`config.mk`:
```
export PLATFORM = sky130hd
export DESIGN_NAME = plot_arbiter_flat
export DESIGN_NICKNAME = d
export VERILOG_FILES = /design/src/rtl/plot_arbiter_if.sv /design/src/rtl/plot_arbiter.sv /design/src/flat_wrapper.sv
export SDC_FILE = /design/constraint.sdc
export NUM_CORES = 1
export LEC_CHECK = 0
export ABC_AREA = 1
export BUFFER_PORTS_ARGS = -buffer_cell sky130_fd_sc_hd__buf_2
export CAP_MARGIN = 20
export CORE_UTILIZATION = 40
export DETAILED_ROUTE_END_ITERATION = 10
export GPL_ROUTABILITY_DRIVEN = 0
export GPL_TIMING_DRIVEN = 0
export PLACE_DENSITY = 0.72
export SYNTH_ARGS = -nofsm -noshare
export SYNTH_HDL_FRONTEND = slang
export SYNTH_SLANG_ARGS = --single-unit
```
`constraint.sdc`:
```
create_clock -name clock -period 2.75 [get_ports clock]
set_input_delay 0.275 -clock clock [delete_from_list [all_inputs] [get_ports clock]]
set_output_delay 0.275 -clock clock [all_outputs]
set_load 0.01 [all_outputs]
```
`src/rtl/plot_arbiter_if.sv`:
```
// rtl/plot_arbiter_if.sv - request/grant and VGA pixel bundle for plot_arbiter
//
// Purpose: groups the four requesters' pixel requests, the clear pulse and the
// serialised pixel-write port toward the VGA adapter.
// Ports (signals):
//   req[3:0]          per-requester request, bit 0 = player
//   req_x[31:0]       four packed 8-bit columns, requester i in [8i+7:8i]
//   req_y[27:0]       four packed 7-bit rows, requester i in [7i+6:7i]
//   req_colour[11:0]  four packed 3-bit colours, requester i in [3i+2:3i]
//   clear             one-cycle pulse requesting a full-screen clear
//   grant[3:0]        one-hot pulse, requester's pixel consumed
//   x, y, colour      pixel toward the VGA adapter
//   writeEn           VGA write strobe
//   oob               pulse: granted pixel was out of range and dropped
//   busy              high while a clear sweep runs
// Modports: slave = arbiter side, master = requester / adapter side.
interface plot_arbiter_if;
  logic [3:0]  req;
  logic [31:0] req_x;
  logic [27:0] req_y;
  logic [11:0] req_colour;
  logic        clear;
  logic [3:0]  grant;
  logic [7:0]  x;
  logic [6:0]  y;
  logic [2:0]  colour;
  logic        writeEn;
  logic        oob;
  logic        busy;

  modport slave (
    input  req, req_x, req_y, req_colour, clear,
    output grant, x, y, colour, writeEn, oob, busy
  );

  modport master (
    output req, req_x, req_y, req_colour, clear,
    input  grant, x, y, colour, writeEn, oob, busy
  );
endinterface

```
`src/rtl/plot_arbiter.sv`:
```
// rtl/plot_arbiter.sv - round-robin arbiter for the VGA pixel-write port
//
// Purpose: serialises four pixel requesters onto one VGA write port, one pixel
// per two cycles, round-robin starting after the last winner. With the
// PLOT_CLEAR_EN macro defined, a clear engine sweeps the 160x120 frame to
// BG_COLOUR one pixel per cycle and takes priority over every requester.
// Without it, clear is ignored and busy is tied low.
// Ports:
//   clock    system clock, rising edge
//   reset_n  asynchronous reset, active HIGH (1 = reset)
//   bus      plot_arbiter_if.slave (requests, clear, pixel port, grant, oob, busy)
module plot_arbiter #(
  parameter logic [2:0] BG_COLOUR = 3'b000,
  parameter logic [7:0] X_MAX     = 8'd159,
  parameter logic [6:0] Y_MAX     = 7'd119
) (
  input logic           clock,
  input logic           reset_n,
  plot_arbiter_if.slave bus
);

`ifdef PLOT_CLEAR_EN
  typedef enum logic [1:0] {IDLE, WRITE, CLEAR} state_t;
`else
  typedef enum logic {IDLE, WRITE} state_t;
`endif

  state_t     state_q, state_d;
  logic [1:0] last_q, last_d;
  logic [7:0] x_q, x_d;
  logic [6:0] y_q, y_d;
  logic [2:0] colour_q, colour_d;
  logic       we_q, we_d;
  logic [3:0] grant_q, grant_d;
  logic       oob_q, oob_d;

  logic [1:0] idx;
  logic [1:0] win;
  logic       found;

`ifdef PLOT_CLEAR_EN
  logic       pending_q, pending_d;
  logic [7:0] cx_q, cx_d;
  logic [6:0] cy_q, cy_d;
  logic       busy_q, busy_d;
`endif

  always_comb begin
    state_d  = state_q;
    last_d   = last_q;
    x_d      = x_q;
    y_d      = y_q;
    colour_d = colour_q;
    we_d     = 1'b0;
    grant_d  = 4'b0000;
    oob_d    = 1'b0;
    idx      = 2'd0;
    win      = last_q;
    found    = 1'b0;
`ifdef PLOT_CLEAR_EN
    pending_d = pending_q;
    cx_d      = cx_q;
    cy_d      = cy_q;
    busy_d    = busy_q;
`endif

    // Search last+1, last+2, last+3, last (wraps mod 4); first hit wins.
    for (int i = 1; i <= 4; i++) begin
      idx = last_q + 2'(i);
      if (!found && bus.req[idx]) begin
        win   = idx;
        found = 1'b1;
      end
    end

    case (state_q)
      IDLE: begin
`ifdef PLOT_CLEAR_EN
        // A clear arriving this cycle is treated as already pending so it
        // beats a simultaneous request.
        if (pending_q || bus.clear) begin
          state_d   = CLEAR;
          pending_d = 1'b0;
          cx_d      = 8'd0;
          cy_d      = 7'd0;
          x_d       = 8'd0;
          y_d       = 7'd0;
          colour_d  = BG_COLOUR;
          we_d      = 1'b1;
          busy_d    = 1'b1;
        end else
`endif
        if (found) begin
          state_d  = WRITE;
          last_d   = win;
          x_d      = bus.req_x[8*win +: 8];
          y_d      = bus.req_y[7*win +: 7];
          colour_d = bus.req_colour[3*win +: 3];
          grant_d  = 4'b0001 << win;
          if (x_d <= X_MAX && y_d <= Y_MAX) we_d = 1'b1;
          else oob_d = 1'b1;
        end
      end
      WRITE: begin
        state_d = IDLE;
`ifdef PLOT_CLEAR_EN
        if (bus.clear) pending_d = 1'b1;
`endif
      end
`ifdef PLOT_CLEAR_EN
      CLEAR: begin
        // Counters track the pixel currently on the outputs; clear pulses
        // here are ignored so the sweep is never restarted.
        if (cx_q == X_MAX && cy_q == Y_MAX) begin
          state_d = IDLE;
          cx_d    = 8'd0;
          cy_d    = 7'd0;
          busy_d  = 1'b0;
        end else begin
          if (cx_q == X_MAX) begin
            cx_d = 8'd0;
            cy_d = cy_q + 7'd1;
          end else begin
            cx_d = cx_q + 8'd1;
          end
          x_d      = cx_d;
          y_d      = cy_d;
          colour_d = BG_COLOUR;
          we_d     = 1'b1;
        end
      end
`endif
      default: state_d = IDLE;
    endcase
  end

  always_ff @(posedge clock or posedge reset_n) begin
    if (reset_n) begin
      state_q  <= IDLE;
      last_q   <= 2'd3;
      x_q      <= 8'd0;
      y_q      <= 7'd0;
      colour_q <= 3'd0;
      we_q     <= 1'b0;
      grant_q  <= 4'd0;
      oob_q    <= 1'b0;
`ifdef PLOT_CLEAR_EN
      pending_q <= 1'b0;
      cx_q      <= 8'd0;
      cy_q      <= 7'd0;
      busy_q    <= 1'b0;
`endif
    end else begin
      state_q  <= state_d;
      last_q   <= last_d;
      x_q      <= x_d;
      y_q      <= y_d;
      colour_q <= colour_d;
      we_q     <= we_d;
      grant_q  <= grant_d;
      oob_q    <= oob_d;
`ifdef PLOT_CLEAR_EN
      pending_q <= pending_d;
      cx_q      <= cx_d;
      cy_q      <= cy_d;
      busy_q    <= busy_d;
`endif
    end
  end

  assign bus.x       = x_q;
  assign bus.y       = y_q;
  assign bus.colour  = colour_q;
  assign bus.writeEn = we_q;
  assign bus.grant   = grant_q;
  assign bus.oob     = oob_q;
`ifdef PLOT_CLEAR_EN
  assign bus.busy    = busy_q;
`else
  logic unused_clear;
  assign unused_clear = bus.clear;
  assign bus.busy     = 1'b0;
`endif

endmodule

```
`src/flat_wrapper.sv`:
```
// flat-port wrapper written by rule: the top's interface ports become plain ports
module plot_arbiter_flat 
#(
  parameter logic [2:0] BG_COLOUR = 3'b000,
  parameter logic [7:0] X_MAX     = 8'd159,
  parameter logic [6:0] Y_MAX     = 7'd119
)
  (clock, reset_n, bus_req, bus_req_x, bus_req_y, bus_req_colour, bus_clear, bus_grant, bus_x, bus_y, bus_colour, bus_writeEn, bus_oob, bus_busy);
  plot_arbiter_if bus_i ();
  input logic clock;
  input logic reset_n;
  input wire logic [$bits(bus_i.req)-1:0] bus_req;
  input wire logic [$bits(bus_i.req_x)-1:0] bus_req_x;
  input wire logic [$bits(bus_i.req_y)-1:0] bus_req_y;
  input wire logic [$bits(bus_i.req_colour)-1:0] bus_req_colour;
  input wire logic [$bits(bus_i.clear)-1:0] bus_clear;
  output wire logic [$bits(bus_i.grant)-1:0] bus_grant;
  output wire logic [$bits(bus_i.x)-1:0] bus_x;
  output wire logic [$bits(bus_i.y)-1:0] bus_y;
  output wire logic [$bits(bus_i.colour)-1:0] bus_colour;
  output wire logic [$bits(bus_i.writeEn)-1:0] bus_writeEn;
  output wire logic [$bits(bus_i.oob)-1:0] bus_oob;
  output wire logic [$bits(bus_i.busy)-1:0] bus_busy;
  assign bus_i.req = bus_req;
  assign bus_i.req_x = bus_req_x;
  assign bus_i.req_y = bus_req_y;
  assign bus_i.req_colour = bus_req_colour;
  assign bus_i.clear = bus_clear;
  assign bus_grant = bus_i.grant;
  assign bus_x = bus_i.x;
  assign bus_y = bus_i.y;
  assign bus_colour = bus_i.colour;
  assign bus_writeEn = bus_i.writeEn;
  assign bus_oob = bus_i.oob;
  assign bus_busy = bus_i.busy;
  plot_arbiter #(.BG_COLOUR(BG_COLOUR), .X_MAX(X_MAX), .Y_MAX(Y_MAX)) u_core (.clock(clock), .reset_n(reset_n), .bus(bus_i));
endmodule
```
==> metrics list <==
* Outcome: finished, final reports clean
* Crit path largest cell delay: 570 ps
* Sequence of cells on the critical path: inv_2 -> nand2_1 -> nand2_1 -> nand2_1 -> nand2_1 -> nor2_2 -> nand3_1 -> nand2_1 -> buf_4 -> nand2_1 -> nand2_1 -> nand2_1 -> nand2_1 -> inv_1 -> o21ai_1 -> nand2_1 -> nor2_1
- Origin of the critical flop-to-flop path: u_core.last_q[0]$_DFFE_PP1P_
- Crit path buf inv count: 3
* Final routed wirelength across all metal layers: around 5300 µm
* Post-CTS setup repair buffer count: 0
* Syn_area_per_cell: 6.59 µm²
- The placed instances occupy a cell area of 2580 µm².
- Largest net degree at the start of global routing: 28
- Tcrit/Tclk final: 0.813
* Number of fill cells in the layout: between 400 and 500
- Arrival time worst endpoint: 2430 ps
* Post-synthesis cell type count: 28
- The first global-routing pass estimated 8650 µm of wire.
- Yosys warning count: 0
* Initial standard-cell utilization of the core: 0.418
- Bufs on Longest Clock Path: 2
* Cell count after synthesis: just over 300
- Worst setup EP type: flip-flop
* Number of slew-limit violations in the final report: 0
- For hold timing, the worst endpoint is u_core.bus.colour[1]$_DFFE_PP0P_.
* Cell leakage power: 1.54 nW
- Class of the tightest hold or removal check: primary input to flip-flop
- GRT Total Usage: 0.209
- TritonCTS built the clock tree.
* Number of buffers inserted during clock tree synthesis: 3
- Diode insertion count for antenna repair: 0
- Share of layout cells above drive strength 1: 0.362
- The floorplan step defined a core boundary enclosing 4750 µm².
- Reported max-cap violation count: 0
- Port buffering added 101 buffers.
* DRC violations left: 0
* WP data required: 2940 ps
- Counting instances, the worst hold path has a depth of 3.
- Clock-pin slew was measured on the worst setup and hold paths at 80 ps.
- Die Y-Extent: 72.5 µm
* Count of pins on the block boundary: between 100 and 150
* Number of vias after detailed routing: 2,243
- CTS Hold Bufs: 0
- VDD IR-drop max: 0.000735 V
- Via density per instance: 4.71
* DR pass1 iterations: 4
* Finished Cell Area: 2660 µm²
- Minimum clock period: 2240 ps
* RSZ-0062 raised after global routing: no
- The synthesized design contains 27 register bits.
* Average detailed-routed wire length per instance: between 10 and 15 µm
* Min Hold Slack: 267 ps
* Fin nets: 489
- Path type of the worst setup path: flip-flop to flip-flop
- Cell area after synthesis: 1990 µm²
* Startpoint types: flip-flop
- Total gr overflow: 0
- Area Growth Syn to Fin: 33.8%
- Grouping stages by cell kind, the critical path spends the most delay in simple AND/OR/NAND/NOR gates.
* Syn Nets: 381
- Critical Path Slowest Stage Cell: dfstp_2
* Number of cells traversed by the worst register-to-register path: 17
- Number of gates resized after CTS: 0
- Cell type with the highest occurrence count on the critical path: nand2_1
* Most frequent standard cell in the layout excluding fill and tap cells: nand2_1
* Hold Vio Cnt, Final: 0
- In this run the core area contains 25 standard-cell rows.
- Worst flop-to-flop path endpoint: u_core.bus.writeEn$_DFF_PP0_
* PnR Total Power: approximately 0.0044 W
- The share of the Yosys chip area taken by registers is 0.341.
- Static timing analysis puts the maximum clock frequency at about 450 MHz.
- CTS sink cnt: 27
- Maximum net fanout on the critical path: 10
* Clock latency on the worst-skew pair: between 200 and 300 ps
* Horizontal die dimension: ~73 µm
- Drt initial violations: 63
- The startpoint identified for the worst hold timing path is bus_req_colour[7].
- Leaving out fill and tap cells, the most frequent cells in the layout are nand2_1, buf_2, nor2_1.
- Setup violations remaining at the end of the flow were counted as 0.
* Power Density: 1660 nW/µm²
- Clock root buffer: clkbuf_8
- Final total negative setup slack: 0 ps
* Antenna violations before repair: 0
- Final HPWL from detailed placement: 4170 µm
- The via count of the first global-routing pass came to 1,987.
- The die covers about 5300 µm².
* Count of H-tree levels built during CTS: 1
- Final Skew: 2.96 ps
- Post-DRT Antenna Nets: 0
* Register-to-Register Setup Slack: 510 ps
-- cell families (layout without fill, tap and decap cells) --
| kind of cell | count (synthesis) | count (layout) | share of synthesized area |
|---|---|---|---|
| AO/OA/AOI/OAI | 41 | 41 | 0.114 |
| buffers and inverters | 41 | 148 | 0.109 |
| flip-flops | 27 | 27 | 0.341 |
| other | 1 | 1 | 0.00188 |
| AND/OR/NAND/NOR | 192 | 192 | 0.433 |
-- layout make-up --
cell class | count | area [µm²] | area share
Sequential cell | 27 | 678 | 0.255
Timing Repair Buffer | 103 | 543 | 0.204
Tap cell | 67 | 83.8 | 0.0315
Multi-Input combinational cell | 234 | 1090 | 0.411
Clock buffer | 4 | 45.0 | 0.0169
Buffer | 13 | 105 | 0.0395
Inverter | 28 | 113 | 0.0423
-- tightest hold or removal path, delay by kind of cell --
| kind | cells | cell delay [ps] |
|---|---|---|
| and+or+nand+nor | 1 | 50 |
| buffers and inverters | 1 | 90 |
| AOI/OAI and AO/OA | 1 | 80 |
-- worst max path at each step --
stage,startpoint,endpoint,depth (start not counted)
2_1_floorplan,u_core.last_q[0]$_DFFE_PP1P_,u_core.bus.writeEn$_DFF_PP0_,17
3_3_place_gp,u_core.last_q[0]$_DFFE_PP1P_,u_core.bus.oob$_DFF_PP0_,15
3_5_place_dp,u_core.last_q[0]$_DFFE_PP1P_,u_core.bus.oob$_DFF_PP0_,16
4_1_cts,u_core.last_q[0]$_DFFE_PP1P_,u_core.bus.oob$_DFF_PP0_,15
5_1_grt,u_core.last_q[0]$_DFFE_PP1P_,u_core.bus.oob$_DFF_PP0_,16
6_report,u_core.last_q[0]$_DFFE_PP1P_,u_core.bus.writeEn$_DFF_PP0_,17
-- report_power, final --
| part | switching (W) | leakage [nW] | internal, W |
|---|---|---|---|
| registers | 0.0000940 | 0.324 | 0.000629 |
| logic | 0.00222 | 1.20 | 0.00124 |
| clock network | 0.000114 | 0.0228 | 0.000104 |
| total | 0.00243 | 1.54 | 0.00198 |
-- per-stage QoR --
step / utilization / setup slack (ps) / instances
CTS: 0.552 / 514 / 474
global placement: 0.542 / 551 / 470
global route: 0.560 / 282 / 476
finish: 0.560 / 513 / 476
detailed placement: 0.542 / 538 / 470
floorplan: - / 815 / 302
-- state kept, by name, indices dropped and copies added (netlist names) --
name,flops
u_core.bus.x,8
u_core.bus.y,7
u_core.bus.grant,4
u_core.bus.colour,3
u_core.last_q,2
u_core.bus.oob,1
u_core.bus.writeEn,1
u_core.state_q,1
-- cell usage after synthesis --
cell / n / area (µm²)
a22oi_1: 1 / 7.51
nand4_1: 2 / 12.5
buf_6: 5 / 56.3
o21ai_0: 9 / 45.0
o21ai_1: 13 / 65.1
nand2_1: 107 / 402
dfrtp_1: 25 / 626
inv_4: 1 / 6.26
a21oi_1: 8 / 40.0
inv_2: 3 / 11.3
nand2_2: 13 / 81.3
nand3_4: 1 / 17.5
buf_2: 3 / 15.0
o2111ai_1: 3 / 26.3
inv_1: 23 / 86.3
nand3_1: 17 / 85.1
clkbuf_1: 1 / 3.75
nor2_1: 39 / 146
nand2_4: 6 / 67.6
nor2_2: 2 / 12.5
nor3_1: 2 / 10.0
dfstp_2: 2 / 52.6
nand3b_1: 1 / 7.51
nand3_2: 2 / 20.0
a31oi_1: 7 / 43.8
buf_4: 4 / 30.0
conb_1: 1 / 3.75
inv_6: 1 / 8.76
-- routing by layer --
layer	routed length, µm	track usage	part of all wire	up-vias
met5	0	0	0	-
li1	-	-	-	1170
met2	2640	0.359	0.50	61
met4	75	0.0654	0.014	0
met1	2320	0.270	0.44	1006
met3	240	0.0333	0.045	6
Power figures use the tool's default switching activity.
